<file path="src/rtl/sync_fifo_param_if.sv">
// Handshake/data bundle between a same-clock producer/consumer and sync_fifo_param.
// master = the pipeline side that drives the requests, slave = the FIFO.
interface sync_fifo_param_if #(
    parameter int DATA_W = 16,
    parameter int DEPTH  = 8
);
    localparam int CNT_W = $clog2(DEPTH) + 1;

    logic              wr;
    logic [DATA_W-1:0] wdata;
    logic              rd;
    logic [DATA_W-1:0] rdata;
    logic              flush;
    logic              clr_err;
    logic              full;
    logic              empty;
    logic              almost_full;
    logic              almost_empty;
    logic [CNT_W-1:0]  count;
    logic              overflow;
    logic              underflow;

    modport master (
        output wr, wdata, rd, flush, clr_err,
        input  rdata, full, empty, almost_full, almost_empty, count, overflow, underflow
    );

    modport slave (
        input  wr, wdata, rd, flush, clr_err,
        output rdata, full, empty, almost_full, almost_empty, count, overflow, underflow
    );
endinterface

</file>
<file path="src/rtl/sync_fifo_param.sv">
// Parametrised single-clock FIFO with occupancy count, almost-full/empty thresholds,
// registered or first-word-fall-through read, synchronous flush and sticky error flags.
module sync_fifo_param #(
    parameter int DATA_W   = 16,
    parameter int DEPTH    = 8,
    parameter int AF_LEVEL = DEPTH - 2,
    parameter int AE_LEVEL = 2,
    parameter int FWFT     = 0
) (
    input  logic              clk,
    input  logic              rst_n,
    sync_fifo_param_if.slave  fif
);
    localparam int ADDR_W = $clog2(DEPTH);
    localparam int CNT_W  = ADDR_W + 1;

    logic [DATA_W-1:0] mem_q [DEPTH];
    logic [ADDR_W-1:0] wptr_q, wptr_d, rptr_q, rptr_d;
    logic [CNT_W-1:0]  count_q, count_d;
    logic full_q, full_d, empty_q, empty_d;
    logic af_q, af_d, ae_q, ae_d;
    logic ovf_q, ovf_d, udf_q, udf_d;
    logic rd_ok, wr_ok, rd_en, wr_en;

    // A full FIFO still takes a write when the same cycle pops an entry.
    assign rd_ok = fif.rd & ~empty_q;
    assign wr_ok = fif.wr & (~full_q | rd_ok);
    assign wr_en = wr_ok & ~fif.flush;
    assign rd_en = rd_ok & ~fif.flush;

    always_comb begin
        wptr_d  = wptr_q;
        rptr_d  = rptr_q;
        count_d = count_q;
        if (fif.flush) begin
            wptr_d  = '0;
            rptr_d  = '0;
            count_d = '0;
        end else begin
            if (wr_en) wptr_d = wptr_q + ADDR_W'(1);
            if (rd_en) rptr_d = rptr_q + ADDR_W'(1);
            case ({wr_en, rd_en})
                2'b10:   count_d = count_q + CNT_W'(1);
                2'b01:   count_d = count_q - CNT_W'(1);
                default: count_d = count_q;
            endcase
        end

        // Flags come from the next count so they line up with the edge that changes it.
        full_d  = (count_d == CNT_W'(DEPTH));
        empty_d = (count_d == '0);
        af_d    = (count_d >= CNT_W'(AF_LEVEL));
        ae_d    = (count_d <= CNT_W'(AE_LEVEL));

        // A fresh error in the clearing cycle wins over clr_err.
        ovf_d = ovf_q;
        udf_d = udf_q;
        if (fif.clr_err) begin
            ovf_d = 1'b0;
            udf_d = 1'b0;
        end
        if (!fif.flush && fif.wr && !wr_ok) ovf_d = 1'b1;
        if (!fif.flush && fif.rd && empty_q) udf_d = 1'b1;
    end

    always_ff @(posedge clk or negedge rst_n) begin
        if (!rst_n) begin
            wptr_q  <= '0;
            rptr_q  <= '0;
            count_q <= '0;
            full_q  <= 1'b0;
            empty_q <= 1'b1;
            af_q    <= 1'b0;
            ae_q    <= 1'b1;
            ovf_q   <= 1'b0;
            udf_q   <= 1'b0;
        end else begin
            wptr_q  <= wptr_d;
            rptr_q  <= rptr_d;
            count_q <= count_d;
            full_q  <= full_d;
            empty_q <= empty_d;
            af_q    <= af_d;
            ae_q    <= ae_d;
            ovf_q   <= ovf_d;
            udf_q   <= udf_d;
        end
    end

    always_ff @(posedge clk) begin
        if (wr_en) mem_q[wptr_q] <= fif.wdata;
    end

    generate
        if (FWFT != 0) begin : g_fwft
            // Head of queue is always visible; only meaningful while !empty.
            assign fif.rdata = mem_q[rptr_q];
        end else begin : g_reg
            logic [DATA_W-1:0] rdata_q;
            always_ff @(posedge clk or negedge rst_n) begin
                if (!rst_n)     rdata_q <= '0;
                else if (rd_en) rdata_q <= mem_q[rptr_q];
            end
            assign fif.rdata = rdata_q;
        end
    endgenerate

    assign fif.count        = count_q;
    assign fif.full         = full_q;
    assign fif.empty        = empty_q;
    assign fif.almost_full  = af_q;
    assign fif.almost_empty = ae_q;
    assign fif.overflow     = ovf_q;
    assign fif.underflow    = udf_q;
endmodule

</file>
<file path="src/flat_wrapper.sv">
// flat-port wrapper written by rule: the top's interface ports become plain ports
module sync_fifo_param_flat 
#(
    parameter int DATA_W   = 16,
    parameter int DEPTH    = 8,
    parameter int AF_LEVEL = DEPTH - 2,
    parameter int AE_LEVEL = 2,
    parameter int FWFT     = 0
)
  (clk, rst_n, fif_wr, fif_wdata, fif_rd, fif_flush, fif_clr_err, fif_rdata, fif_full, fif_empty, fif_almost_full, fif_almost_empty, fif_count, fif_overflow, fif_underflow);
  sync_fifo_param_if #(.DATA_W(DATA_W), .DEPTH(DEPTH)) fif_i ();
  input  logic clk;
  input  logic rst_n;
  input wire logic [$bits(fif_i.wr)-1:0] fif_wr;
  input wire logic [$bits(fif_i.wdata)-1:0] fif_wdata;
  input wire logic [$bits(fif_i.rd)-1:0] fif_rd;
  input wire logic [$bits(fif_i.flush)-1:0] fif_flush;
  input wire logic [$bits(fif_i.clr_err)-1:0] fif_clr_err;
  output wire logic [$bits(fif_i.rdata)-1:0] fif_rdata;
  output wire logic [$bits(fif_i.full)-1:0] fif_full;
  output wire logic [$bits(fif_i.empty)-1:0] fif_empty;
  output wire logic [$bits(fif_i.almost_full)-1:0] fif_almost_full;
  output wire logic [$bits(fif_i.almost_empty)-1:0] fif_almost_empty;
  output wire logic [$bits(fif_i.count)-1:0] fif_count;
  output wire logic [$bits(fif_i.overflow)-1:0] fif_overflow;
  output wire logic [$bits(fif_i.underflow)-1:0] fif_underflow;
  assign fif_i.wr = fif_wr;
  assign fif_i.wdata = fif_wdata;
  assign fif_i.rd = fif_rd;
  assign fif_i.flush = fif_flush;
  assign fif_i.clr_err = fif_clr_err;
  assign fif_rdata = fif_i.rdata;
  assign fif_full = fif_i.full;
  assign fif_empty = fif_i.empty;
  assign fif_almost_full = fif_i.almost_full;
  assign fif_almost_empty = fif_i.almost_empty;
  assign fif_count = fif_i.count;
  assign fif_overflow = fif_i.overflow;
  assign fif_underflow = fif_i.underflow;
  sync_fifo_param #(.DATA_W(DATA_W), .DEPTH(DEPTH), .AF_LEVEL(AF_LEVEL), .AE_LEVEL(AE_LEVEL), .FWFT(FWFT)) u_core (.clk(clk), .rst_n(rst_n), .fif(fif_i));
endmodule
</file>
<file path="config.mk">
export PLATFORM = sky130hd
export DESIGN_NAME = sync_fifo_param_flat
export DESIGN_NICKNAME = d
export VERILOG_FILES = /design/src/rtl/sync_fifo_param_if.sv /design/src/rtl/sync_fifo_param.sv /design/src/flat_wrapper.sv
export SDC_FILE = /design/constraint.sdc
export NUM_CORES = 1
export LEC_CHECK = 0
export CAP_MARGIN = 20
export CORE_MARGIN = 5
export CORE_UTILIZATION = 45
export DETAILED_ROUTE_END_ITERATION = 12
export GPL_ROUTABILITY_DRIVEN = 0
export PLACE_DENSITY_LB_ADDON = 0.15
export SETUP_SLACK_MARGIN = 0.15
export SYNTH_ARGS = -nofsm -noshare
export SYNTH_HDL_FRONTEND = slang
export SYNTH_SLANG_ARGS = --single-unit
export TNS_END_PERCENT = 100
</file>
<file path="constraint.sdc">
create_clock -name clk -period 3.4 [get_ports clk]
set_input_delay 0.34 -clock clk [delete_from_list [all_inputs] [get_ports clk]]
set_output_delay 0.34 -clock clk [all_outputs]
set_load 0.05 [all_outputs]
</file>
After elaboration in Yosys (flattened, before gate mapping) --
Memories as Yosys holds them, arrays and structs flattened. A register that Yosys moved wholly into a read port is not among the register bits. Index checks and enable logic that the tools add are counted.
Word-level totals: flip-flop bits (word level) 16, output and inout bits 26, bits in writable memories 128, memories kept 1, word-level logic and storage cells 50, bits of input ports 22
Memories:
- u_core.mem_q | depth 8, width 16, rd ports 1, clocked after memory_dff 1, write ports 1, line sync_fifo_param.sv:17 | logic [DATA_W-1:0] mem_q [DEPTH];
Operators by class: add/subtract/negate cells 4, order comparisons 2, bitwise gates (word level) 8, reductions and logical operators 12, equality and inequality tests 3, muxes and demuxes 11
Operator list (number):
- 2-to-1 mux 3 bit | 4
- case mux 4 bit (2 select lines) | 1
- nonzero test 2 bit | 4
- adder 3 x 1 -> 3 bit (second input constant) | 2
- 2-to-1 mux 1 bit | 5
- adder 4 x 1 -> 4 bit (second input constant) | 1
- bitwise AND 1 bit | 4
- equality test 4 bit (second input constant) | 1
- greater-or-equal comparator 4 x 3 -> 1 bit (second input constant) | 1
- less-or-equal comparator 4 x 2 -> 1 bit (second input constant) | 1
- logical AND 1 bit | 4
- logical NOT 4 bit | 1
- 2-to-1 mux 4 bit | 1
- subtractor 4 x 1 -> 4 bit (second input constant) | 1
- logical NOT 1 bit | 3
- NOT 1 bit | 3
- equality test 2 x 1 -> 1 bit (second input constant) | 1
- equality test 2 bit (second input constant) | 1
- bitwise OR 1 bit | 1

Depth between registers and ports, before layout --
depth after elaboration 9, mapped depth 12, gate-level depth less buffers 11

Least setup slack after synthesis --
Ideal clock, no wire load.
path kind register -> register, start register u_core.empty_q, in the netlist u_core.fif.empty, end register u_core.full_q, in the netlist u_core.fif.full, cell stages (with the launch flop) 13, slack 0.505 ns, clock period less this slack 2.895 ns, setup time 0.098 ns, data arrival time 2.797 ns, path buffers 2, required time 3.302 ns, path through dfstp_2 nand2b_1 clkbuf_1 nor2_2 clkbuf_1 ha_1 xor2_1 ha_1 a21oi_1 xor2_1 nor2_1 xnor2_1 nor4bb_2
On the way: elaborated cells on any way between the ends 11, those cells by class eq/ne (3); mux (2); bitwise (6)
RTL lines:
- from (decl) | line sync_fifo_param.sv:20 | logic full_q, full_d, empty_q, empty_d;
- from (signal assigned) | line sync_fifo_param.sv:82 | empty_q <= empty_d;
- NOT 1 bit * | line sync_fifo_param.sv:26 | assign rd_ok = fif.rd & ~empty_q;
- bitwise AND 1 bit * | line sync_fifo_param.sv:26
- bitwise AND 1 bit * | line sync_fifo_param.sv:29 | assign rd_en = rd_ok & ~fif.flush;
- named net u_core.rd_en | line sync_fifo_param.sv:23 | logic rd_ok, wr_ok, rd_en, wr_en;
- equality test 2 x 1 -> 1 bit or equality test 2 bit (tied branches) | line sync_fifo_param.sv:42 | case ({wr_en, rd_en})
- case mux 4 bit (2 select lines) * | line sync_fifo_param.sv:42
- 2-to-1 mux 4 bit * | line sync_fifo_param.sv:35 | if (fif.flush) begin
- equality test 4 bit * | line sync_fifo_param.sv:50 | full_d = (count_d == CNT_W'(DEPTH));
- named net u_core.full_d | line sync_fifo_param.sv:20
- to (signal assigned) | line sync_fifo_param.sv:81 | full_q <= full_d;
- to (decl) | line sync_fifo_param.sv:20
Mark *: on every way through the listed nets, which the timed path passes. The rest lies on a longest branch. A chain may end at the register's enable or synchronous reset.

Worst setup path after layout --
start register u_core.empty_q, in the netlist u_core.fif.empty, end register u_core.full_q, in the netlist u_core.fif.full
On the way: cells in the longest elaborated chain, start to end 9, elaborated cells on any way between the ends 11, those cells by class eq/ne (3); mux (2); bitwise (6)
RTL lines:
- NOT 1 bit * | line sync_fifo_param.sv:26
- bitwise AND 1 bit * | line sync_fifo_param.sv:26
- bitwise OR 1 bit | line sync_fifo_param.sv:27 | assign wr_ok = fif.wr & (~full_q | rd_ok);
- bitwise AND 1 bit | line sync_fifo_param.sv:27
- bitwise AND 1 bit | line sync_fifo_param.sv:28 | assign wr_en = wr_ok & ~fif.flush;
- equality test 2 x 1 -> 1 bit or equality test 2 bit (tied branches) | line sync_fifo_param.sv:42
- case mux 4 bit (2 select lines) * | line sync_fifo_param.sv:42
- 2-to-1 mux 4 bit * | line sync_fifo_param.sv:35
- equality test 4 bit * | line sync_fifo_param.sv:50
- named net u_core.full_d | line sync_fifo_param.sv:20
Marks and branches as above.

==> summary.md <==
| Metric | Value |
|---|---|
| Final min period | roughly 2900 ps |
| Total CTS buffers | 17 |
| Seq pwr share | about 46% |
| Layout Nets | 430 |
| Synth area leader | edfxtp_1 |
| Synth Area in Adders | less than 1% |
| Period utilisation layout | a little over four fifths |
| Cell Area, Synth | between 6000 and 7000 µm² |
| Largest family of logic cells by synthesized area | multiplexers |
| Power Internal | between 0.003 and 0.004 W |
| Total vias in the final route | about 3100 |
| Fin util | roughly 55% |
| Final worst slack | ~540 ps |
| Worst endpoint required time | between 3000 and 4000 ps |
| Setup TNS | 0 ps |
| Final Max Tran Viols | 0 |
| Total grt overflow | 0 |
| Post-synth EDFFs | roughly 130 |
| Routed len/inst | 19.77 µm |
| Vias per Instance | around 5.3 |
| Core area | ~14000 µm² |
| Ant. Diodes | 0 |
| Unrepaired setup endpoints after global routing | false |
| Yosys reg bits | 160 |
| Delay of the slowest critical-path stage | about 460 ps |
| Slew @ Worst Pin | ~830 ps |
| Drt drc | 0 |
| Synth Area in Simple Gates | 4.406% |
| FF-to-FF End | u_core.fif.full |
| Synth Net Count | approximately 360 |
| Slowest CP cell | a211oi_1 |
| Clk root buf | clkbuf_16 |
| Clock slew at reported path FFs | roughly 60 ps |
| Synth warn | 0 |
| Port buffer count | 47 |
| Synth Area in XOR/XNOR | around 1.4% |
| Crit-path cells | nand2b_1, a211oi_1, inv_1, ha_1, xor2_1, ha_1, a21oi_1, xor2_1, nor2_1, xnor2_1, nor4bb_2 |
| Most frequent cells in the layout | 128 x edfxtp_1, 46 x clkdlybuf4s50_1, 33 x nor2_1, 32 x mux4_2, 29 x dfrtp_1 |
| Fillers | roughly 1100 |
| Status | complete, no violations |
| Max Root-Sink Buffers | 2 |
| WS Path Type | register to register |
| Hold_buf cts | 0 |
| Syn avg cell area | ~19 µm² |
| Postcts setup bufs | 0 |
| Leakage | around 2.6 nW |
| CP Capture Point | u_core.fif.full |
| CTS tree | built |
| Total track usage | between 15 and 20% |
| Worst r2r path cells | 11 |
| Drt first pass iters | 4 |
| Net Sw Power | 0.001320 W |
| # IOs | 48 |
| H-tree depth | 4 |
| Commonest non-fill, non-tap cell in the layout | edfxtp_1 |
| Setup violators final | 0 |
| Setup Slack @ Placement | 174.7 ps |
| Power Dens Cells | ~660 nW/µm² |
| Most used flip-flop cell after synthesis | edfxtp_1 |
| Switching share of total power | about a quarter |
| Pin count of the biggest net entering global routing | 35 |
| Crit path DAT | roughly 3200 ps |
| Initial antenna violation count | 0 |
| Die span in x | around 130 µm |
| Gates resized, CTS repair | 0 |
| Proportion of netlist area held by the largest area contributor | 61.24% |
| Vias in the first global route | roughly 3300 |
| Crit path launch type | register |
| Worst VDD drop | between 300 and 400 µV |
| Clk_lat worst skew | ~420 ps |
| Synth area leaders | edfxtp_1 61%, dfrtp_1 12%, mux4_2 11% |
| Final hold vios | 0 |
| Iteration-0 DRC Markers | between 200 and 250 |
| Fraction of registers with async set/reset | about a fifth |
| FF-to-FF Start | u_core.fif.empty |
| Standard-cell rows | 43 |
| Comb power frac | between 15 and 20% |
| Post-DP HPWL | 7.191 mm |
| Max Fclk | between 300 and 400 MHz |
| Starting Density | about 46% |
| Final wirelength | about 12 mm |
| Mux cell area share after synthesis | ~14% |
| Clock skew | 5.547 ps |
| First-pass GRT wire length | about 19 mm |
| Finished layout cell area | about 7600 µm² |
| Crit end category | register |
| Mapped Cells | between 300 and 400 |
| Max-slew headroom | between 40% and 50% |
| Antenna Nets Post-Route | 0 |
| Die area | ~16000 µm² |
| DP Area | ~7000 µm² |
| Overall power | approximately 0.005 W |
| Unique cell type count in the Yosys netlist | 36 |
| Tightest Hold Check Type | input port to asynchronous set/reset pin |
| Clk sinks | 160 |
| Register area share after synthesis | 74.04% |
| Max-cap violations | 0 |
| R2r setup slk | 540 ps |
| Die height | 128.1 µm |
| Setup crit start | u_core.fif.empty |
| Share of layout cells above drive strength 1 | 21.15% |
| Compound-Gate Fraction of Synth Area | around 2.8% |
| Max FO, Critical Path | 6 |
| Layout area overhead | 21.23% |
| Clk pwr share | 37.4% |
[synthesized netlist by cell type, types with 5 or more instances]
master,n
edfxtp_1,128
nor2_1,33
mux4_2,32
dfrtp_1,30
a21oi_1,18
mux2i_1,17
nand2_1,9
inv_1,8
buf_2,7
clkbuf_1,6
xor2_1,6
ha_1,5
nand2b_1,5
[power groups by stage]
stage / clock network, W / registers, W / logic [W]
after floorplan: 0 / 0.00266 / 0.000245
after global placement: 0 / 0.00235 / 0.000845
after detailed placement: 0 / 0.00236 / 0.000849
after CTS: 0.00193 / 0.00232 / 0.000852
after global routing: 0.00201 / 0.00233 / 0.000890
final: 0.00188 / 0.00231 / 0.000839
[logic make-up after synthesis]
logic type      Yosys count
compound gates           29
xor+xnor                  9
fa+ha+maj                 5
buf+inv                  26
flops                   160
mux                      49
simple gates             59
[per-layer routing]
| layer | part of all wire [%] | global-route usage, % | wire [µm] |
|---|---|---|---|
| met1 | 43 | 20.42 | 5122 |
| met2 | 51 | 25.14 | 5974 |
| met3 | 3.8 | 3.792 | 449 |
| met4 | 2.0 | 6.991 | 238 |
| met5 | 0 | 0 | 0 |
[how the worst min path moves through the flow]
stage,end,cells after the start,from,slack (ps)
2_1_floorplan,u_core.fif.almost_full,0,rst_n,40
3_3_place_gp,u_core.fif.rdata[1],1,rst_n,490
3_5_place_dp,u_core.fif.rdata[2],1,rst_n,510
4_1_cts,u_core.fif.rdata[2],1,rst_n,40
5_1_grt,u_core.fif.rdata[2],1,rst_n,100
6_report,u_core.fif.rdata[2],1,rst_n,10
[critical path, delay by kind of cell (launching register included)]
kind | cells | cell delay [ps]
AOI/OAI and AO/OA | 2 | 600
xor gates and xnor gates | 3 | 630
adders and majority gates | 2 | 460
buffers and inverters | 1 | 130
DFF | 1 | 370
and+or+nand+nor | 3 | 570
[cell type report]
type / instances / area [µm²] / share of cell area (%)
clock buffers: 21 / 450.4 / 5.920
clock inverters: 11 / 138.9 / 1.825
inverters: 8 / 30.03 / 0.3947
multi-input cells: 151 / 1503 / 19.75
flip-flops and latches: 160 / 4648 / 61.09
well taps: 180 / 225.2 / 2.960
repair buffers: 65 / 613.1 / 8.058
[state kept, by name (all words and copies together) (netlist names)]
signal,count
u_core.fif.almost_empty,1
u_core.fif.overflow,1
u_core.rptr_q,3
u_core.fif.full,1
u_core.fif.almost_full,1
u_core.fif.empty,1
u_core.fif.count,4
u_core.mem_q,128
u_core.wptr_q,3
u_core.fif.underflow,1
u_core.fif.rdata,16
[per-stage QoR]
stage | hold slack (ps) | instances
2_1_floorplan | 44.41 | 337
3_3_place_gp | 485.5 | 564
3_5_place_dp | 506.9 | 564
4_1_cts | 37.18 | 596
5_1_grt | 96.02 | 596
6_report | 12.72 | 596
Note: power is estimated with default switching activity, not from simulation.
